### src/rtl/if_stage_pkg.sv
// Shared MiniMIPS32 fetch-stage definitions: bus widths, stall encoding,
// exception codes, reset PC and the next-PC source selector.
package if_stage_pkg;

    localparam int STALL_BUS     = 4;
    localparam int INST_ADDR_BUS = 32;
    localparam int EXC_CODE_BUS  = 5;

    localparam logic STOP   = 1'b1;
    localparam logic NOSTOP = 1'b0;

    localparam logic [EXC_CODE_BUS-1:0]  EXC_NONE = 5'h10;
    localparam logic [EXC_CODE_BUS-1:0]  EXC_ADEL = 5'h04;
    localparam logic [INST_ADDR_BUS-1:0] PC_INIT  = 32'hBFC0_0000;

    typedef enum logic [2:0] {
        SEL_FLUSH,
        SEL_HOLD,
        SEL_JUMP,
        SEL_PEND,
        SEL_SEQ
    } pc_sel_e;

    function automatic logic [INST_ADDR_BUS-1:0] pc_inc(input logic [INST_ADDR_BUS-1:0] a);
        return a + 32'd4;
    endfunction

endpackage

### src/rtl/if_redirect_hold.sv
// Holds a branch/jump redirect that arrives while the PC is stalled and
// releases it on the first unstalled update; flush or a live jump discards it.
module if_redirect_hold
    import if_stage_pkg::*;
(
    input  logic                     cpu_clk_50M,
    input  logic                     cpu_rst,
    input  logic                     ce,
    input  logic                     flush,
    input  logic                     stop,
    input  logic                     jump_en,
    input  logic [INST_ADDR_BUS-1:0] jump_addr,
    output logic                     pend_valid,
    output logic [INST_ADDR_BUS-1:0] pend_addr
);

    logic                     pend_q;
    logic [INST_ADDR_BUS-1:0] pend_addr_q;

    always_ff @(posedge cpu_clk_50M) begin
        if (cpu_rst) begin
            pend_q      <= 1'b0;
            pend_addr_q <= '0;
        end else if (ce) begin
            if (flush) begin
                pend_q <= 1'b0;
            end else if (stop) begin
                // Latest jump during a stall wins
                if (jump_en) begin
                    pend_q      <= 1'b1;
                    pend_addr_q <= jump_addr;
                end
            end else begin
                pend_q <= 1'b0;
            end
        end
    end

    assign pend_valid = pend_q;
    assign pend_addr  = pend_addr_q;

endmodule

### src/rtl/if_stage.sv
// MiniMIPS32 instruction-fetch stage: PC register, next-PC selection and
// instruction-memory request. Optional misaligned-PC check: IF_ADDR_CHECK_EN.
module if_stage
    import if_stage_pkg::*;
#(
    parameter logic [INST_ADDR_BUS-1:0] PC_INIT_VAL = PC_INIT
) (
    input  logic                     cpu_clk_50M,
    input  logic                     cpu_rst,
    input  logic [STALL_BUS-1:0]     stall,
    input  logic                     flush,
    input  logic [INST_ADDR_BUS-1:0] cp0_excaddr,
    input  logic                     jump_en,
    input  logic [INST_ADDR_BUS-1:0] jump_addr,
    output logic [INST_ADDR_BUS-1:0] pc,
    output logic [INST_ADDR_BUS-1:0] pc_plus_4,
    output logic [EXC_CODE_BUS-1:0]  exccode,
    output logic                     ice,
    output logic [INST_ADDR_BUS-1:0] iaddr
);

    logic [INST_ADDR_BUS-1:0] pc_q;
    logic [INST_ADDR_BUS-1:0] pc_next;
    logic                     ce_q;
    logic                     pend_valid;
    logic [INST_ADDR_BUS-1:0] pend_addr;
    pc_sel_e                  pc_sel;
    logic                     unused_stall;

    assign unused_stall = ^stall[STALL_BUS-1:1];

    if_redirect_hold u_redirect_hold (
        .cpu_clk_50M (cpu_clk_50M),
        .cpu_rst     (cpu_rst),
        .ce          (ce_q),
        .flush       (flush),
        .stop        (stall[0] == STOP),
        .jump_en     (jump_en),
        .jump_addr   (jump_addr),
        .pend_valid  (pend_valid),
        .pend_addr   (pend_addr)
    );

    always_comb begin
        pc_sel = SEL_SEQ;
        if (flush)                 pc_sel = SEL_FLUSH;
        else if (stall[0] == STOP) pc_sel = SEL_HOLD;
        else if (jump_en)          pc_sel = SEL_JUMP;
        else if (pend_valid)       pc_sel = SEL_PEND;
    end

    always_comb begin
        pc_next = pc_inc(pc_q);
        case (pc_sel)
            SEL_FLUSH: pc_next = cp0_excaddr;
            SEL_HOLD:  pc_next = pc_q;
            SEL_JUMP:  pc_next = jump_addr;
            SEL_PEND:  pc_next = pend_addr;
            default:   pc_next = pc_inc(pc_q);
        endcase
    end

    always_ff @(posedge cpu_clk_50M) begin
        if (cpu_rst) begin
            pc_q <= PC_INIT_VAL;
            ce_q <= 1'b0;
        end else begin
            ce_q <= 1'b1;
            if (ce_q) begin
                pc_q <= pc_next;
            end
        end
    end

    assign pc        = pc_q;
    assign iaddr     = pc_q;
    assign pc_plus_4 = pc_inc(pc_q);

`ifdef IF_ADDR_CHECK_EN
    logic misaligned;
    assign misaligned = |pc_q[1:0];
    assign exccode    = (ce_q && misaligned) ? EXC_ADEL : EXC_NONE;
    assign ice        = ce_q & ~misaligned;
`else
    assign exccode = EXC_NONE;
    assign ice     = ce_q;
`endif

endmodule

### config.mk
export PLATFORM = sky130hd
export DESIGN_NAME = if_stage
export DESIGN_NICKNAME = d
export VERILOG_FILES = /design/src/rtl/if_stage_pkg.sv /design/src/rtl/if_redirect_hold.sv /design/src/rtl/if_stage.sv
export SDC_FILE = /design/constraint.sdc
export NUM_CORES = 1
export LEC_CHECK = 0
export ABC_AREA = 1
export CORE_MARGIN = 2
export CORE_UTILIZATION = 49
export DETAILED_ROUTE_END_ITERATION = 8
export MAX_ROUTING_LAYER = met4
export PLACE_DENSITY_LB_ADDON = 0.1
export SYNTH_ARGS = -nofsm -noshare
export SYNTH_HDL_FRONTEND = slang
export SYNTH_HIERARCHICAL = 1
export SYNTH_SLANG_ARGS = --single-unit
### constraint.sdc
create_clock -name cpu_clk_50M -period 4.1 [get_ports cpu_clk_50M]
set_input_delay 1.025 -clock cpu_clk_50M [delete_from_list [all_inputs] [get_ports cpu_clk_50M]]
set_output_delay 1.025 -clock cpu_clk_50M [all_outputs]
set_load 0.05 [all_outputs]
======== Word level (Yosys, flattened, before mapping) ========
Cells that the tools add are included.
storage, ports and cells
  bits in latches ......................... 0
  register bits ........................... 66
  memory bits (read-only) ................. 0
  memories ................................ 0
  bits in writable memories ............... 0
  output and inout bits ................... 102
cells by class
  eq/ne operators ......................... 4
  bitwise logic cells ..................... 2
  reductions and logical operators ........ 4
  mux-type cells .......................... 9
  add/subtract/negate cells ............... 1
  order comparisons ....................... 0
  shifts and indexed selects .............. 0
  $mul .................................... 0
  divide/modulo/power cells ............... 0
operators by type and width
  operator                                                          count
  32-bit case mux with 4 select lines                               1
  32-bit by 3-bit adder with 32-bit output (second input constant)  1
  3-bit two-way mux                                                 4
  3-bit by 2-bit == test with 1-bit output (second input constant)  2
  1-bit two-way mux                                                 4
  2-bit AND reduction                                               2
  4-bit AND reduction                                               1
  3-bit by 1-bit == test with 1-bit output (second input constant)  1
  3-bit logical NOT                                                 1
  3-bit by 1-bit != test with 1-bit output (second input constant)  1
  1-bit inverter                                                    2

======== Depth between registers and ports, before layout ========
Gate-level depths: netlist (run 1).
  word-level depth ........................ 7
  mapped depth ............................ 11
  depth with buffers taken out ............ 10

======== Hierarchy ========
Netlist (run 1), hierarchy kept.
modules (own cells, without submodules)
  module            cells an instance  instances  area each (um^2)  seq. area each (um^2)
  if_stage          573                1          3251.9            660.6
  if_redirect_hold  217                1          1516.5            660.6

======== Worst setup path after synthesis (run 1) ========
No wires, ideal clock.
  path type ............................... flip-flop to output port
  from .................................... register pc_q[2], in the netlist iaddr[2]
  to ...................................... output port pc_plus_4[7]
  path buffers ............................ 0
  required time ........................... 3075 ps
  data arrival time ....................... 2322 ps
  stages on the path, launching flop included .. 5
  slack ................................... 753 ps
  path through ............................ dfxtp_1 > inv_1 > nor2_4 > nand2_2 > xnor2_1
on the way
  cells in the longest elaborated chain, start to end .. 1
ends and longest elaborated chain
  what                                      RTL line            source
  from (decl)                               if_stage.sv:22      logic [INST_ADDR_BUS-1:0] pc_q;
  from (signal assigned)                    if_stage.sv:70      pc_q <= pc_next;
  32-bit by 3-bit adder with 32-bit output  if_stage_pkg.sv:25  return a + 32'd4;
  to (decl)                                 if_stage.sv:16      output logic [INST_ADDR_BUS-1:0] pc_plus_4,
Every way passes these cells.

======== Final worst setup path (run 1) ========
  from .................................... register pc_q[2], in the netlist iaddr[2]
  to ...................................... output port pc_plus_4[26]
Same word-level chain as after synthesis.

==> impl_metrics.csv, run 1 <==
group,metric,value,unit
pwr,p_switching,0.000820,W
pwr,p_leak,2.78,nW
timing,finalMaxSlewViolations,0,
placement,placed_area,0.00613,mm²
clocking,htreeDepth,3,
grt,grt_pass1_wl,23.7,mm
grt,grt_usage,29.7,%
timing,maxSlewHeadroom,28.8,%
critical_path,crit_path_end_kind,"output port",
pwr,swShare,39.2,%
die,std_cell_rows,36,
grt,grt_pass1_vias,4743,
timing,worst_pin_slew,1.07,ns
clocking,cts_inserted_buffers,9,
yosys,synth.distinct_cells,31,
route,first_iter_violations,256,
timing,fin_crit_sh,91.8,%
placement,dp.cells,1023,
worst_hold_path,hold_class,"reg2reg",
finish,layout.cells.non_filler,1039,
finish,final_area,0.00635,mm²
finish,nets,974,
clocking,clkSinkCount,66,
route,wl_met1,6.65,mm
route,wl_met2,6.97,mm
timing,hold_viol,0,
clocking,cts_setup_buffers,0,
yosys,synth_top_cell_by_area,"dfxtp_1",
pwr,p_int,0.00127,W
finish,syn2layout_area_growth,33.1,%
run,maxCapViolCount,0,
placement,io_buffers,165,
clocking,cts-root-buf,"clkbuf_8",
pwr,seqPwrFrac,34.9,%
yosys,synth_seq_area_share,27.7,%
timing,finalCriticalPeriod,3.77,ns
critical_path,cp_data_required_time,3.07,ns
yosys,synth-edff-count,0,
route,routed_wl,15.0,mm
die,start_util,49.7,%
yosys,synth_most_common_cell,"nand2_1",
yosys,syn-cell-area,0.00477,mm²
timing,final.setup.tns,0,ns
yosys,yosys_warnings,6,
yosys,synth_top_area_share,27.7,%
clocking,clk_latency,0.35,ns
finish,final_core_util,66.2,%
die,die_x,103,µm
finish,num_antenna_cells,0,
die,fp.coreArea,0.00959,mm²
pwr,power_density,329,mW/mm²
route,drt_pass1_iterations,4,
placement,gp_congestion,0.927,
route,met3_length,1.11,mm
clocking,cts_hold_buf,0,
yosys,synth_commonest_cells,"nand2_1 (237), nor2_1 (111), inv_1 (83)",
pwr,combPwrFrac,35.3,%
placement,place_ws,0.742,ns
critical_path,worst_path_max_delay_cell,"clkdlybuf4s50_1",
critical_path,crit_type,"reg2out",
yosys,synthArstFlopShare,0,%
pwr,ir_drop,0.000179,V
clocking,clock_path_buffers,2,
yosys,ys_seq_elements,66,
placement,dp_hpwl,10.9,mm
route,drt.antenna.violating_nets,0,
timing,rsz0062_at_grt,"no",
clocking,cts.clk_slew.worst_paths,0.08,ns
yosys,syn_avg_cell_area,6.04,µm²
route,drc,0,
timing,setup_violations,0,
yosys,synthCells,790,
critical_path,critical_path.max_stage_delay,0.80,ns
route,vias,5250,
yosys,synthTopCellsByArea,"dfxtp_1 (28%), nand2_1 (19%), nor2_1 (8.7%)",
die,die_h,103,µm
timing,skew,0.00715,ns
route,vias_per_cell,5.05,
grt,antenna_found_initial,0,
timing,fmax,266,MHz
finish,n_fill_cell,938,
finish,drive_gt1_share,6.51,%
pwr,clockPowerShare,29.8,%
route,wl_per_cell,14.4,µm
route,highest-signal-layer,"met4",
critical_path,crit_arrival,2.74,ns
die,top_level_ports,174,
critical_path,critPathMaxFanout,7,
critical_path,cp_cell_sequence,"ha_1 > inv_1 > nor2_1 > nand3_2 > nor2_2 > nand3_1 > nand2_1 > clkdlybuf4s50_1",
timing,fin_ws,0.334,ns
grt,grt_overflow,0,
grt,grt_max_degree,39,
clocking,post_cts_resized,0,
outcome,status,"finished, final reports clean",
clocking,cts_tree,"done",
yosys,synth-main-ff-cell,"dfxtp_1",
critical_path,cp-start-kind,"flip-flop",
die,fp.dieArea,0.0105,mm²
[registers in the layout, indices dropped and copies added (netlist names)]
signal / flops
ice: 1
u_redirect_hold/pend_valid: 1
u_redirect_hold/pend_addr: 32
iaddr: 32
[kinds of logic after synthesis]
logic type                 count (synthesis)  synth area share (%)
AOI/OAI and AO/OA                         80                  8.92
buffers and inverters                    162                  17.7
xor gates and xnor gates                  13                  2.70
and+or+nand+nor                          466                  42.5
other                                      2                 0.157
DFF                                       66                  27.7
adders and majority gates                  1                 0.262
[worst paths after layout]
check,from,to,slack (ns),cells past startpoint
hold reg to reg,u_redirect_hold/pend_addr[14]$_SDFFE_PP0P_,u_redirect_hold/pend_addr[14]$_SDFFE_PP0P_,0.49,2
hold / removal,u_redirect_hold/pend_addr[14]$_SDFFE_PP0P_,u_redirect_hold/pend_addr[14]$_SDFFE_PP0P_,0.49,2
setup / recovery,iaddr[2]$_SDFFE_PP0P_,pc_plus_4[26],0.33,8
setup reg to reg,u_redirect_hold/pend_valid$_SDFFE_PP0P_,iaddr[25]$_SDFFE_PP1P_,2.11,9
[worst max-delay path: cells and delay by family (launching register included)]
| kind | cells | cell delay (ns) |
|---|---|---|
| buf+inv | 2 | 0.86 |
| simple gates | 5 | 0.75 |
| flops | 1 | 0.46 |
| fa+ha+maj | 1 | 0.32 |
[layer usage]
metal  vias to the layer above  GRT usage, %
li1                       2636             -
met4                         0          9.13
met3                        20          4.75
met2                       205          46.7
met5                         -             -
met1                      2389          39.2
[area by class of cell]
class                   count  area, µm²  share of cell area, %
clock buffers               9        124                   1.95
clock inverters             7       93.8                   1.48
inverters                  89        334                   5.26
multi-input cells         565       2620                   41.3
flip-flops and latches     66       1320                   20.8
well taps                 133        166                   2.62
repair buffers            170       1690                   26.6
[power by group through the flow]
stage          clock [W]  combinational (W)  sequential, W
2_1_floorplan          0           0.000427       0.000818
3_3_place_gp           0           0.000729       0.000742
3_5_place_dp           0           0.000735       0.000744
4_1_cts         0.000621           0.000737       0.000729
5_1_grt         0.000651           0.000783       0.000736
6_report        0.000623           0.000738       0.000730
[cell usage in the layout, fill, tap and decap left out]
cell type	n
conb_1	5
xor2_2	2
a41oi_1	2
xnor2_1	3
clkbuf_8	9
a21oi_1	45
a31oi_1	2
buf_4	5
nor2_4	6
clkinv_4	1
nor3_1	5
nand2_1	237
bufinv_16	2
a21oi_2	1
xor2_1	8
inv_2	6
o21ai_2	2
o21ai_0	25
clkinv_2	2
nand2_2	4
nand4_1	11
nand3_1	70
nand3b_1	6
nor2_1	110
nand3_2	9
clkdlybuf4s50_1	165
ha_1	1
a21boi_0	2
a22oi_1	1
dfxtp_1	66
nand2_4	1
clkinvlp_4	2
inv_1	83
nor2_2	7
[metrics by stage]
step	power (W)	hold slack, ns
after floorplan	0.00124	0.449
after CTS	0.00209	0.487
final	0.00209	0.486
after global placement	0.00147	0.463
after global routing	0.00217	0.508
after detailed placement	0.00148	0.472
(Power assumes the default switching activity.)
==> run 2: changes to the inputs <==
Settings changed: CTS_CLUSTER_DIAMETER from default to 200.
==> results of run 2 <==
No change in the layout: final DEF, timing and power equal those of run 1.
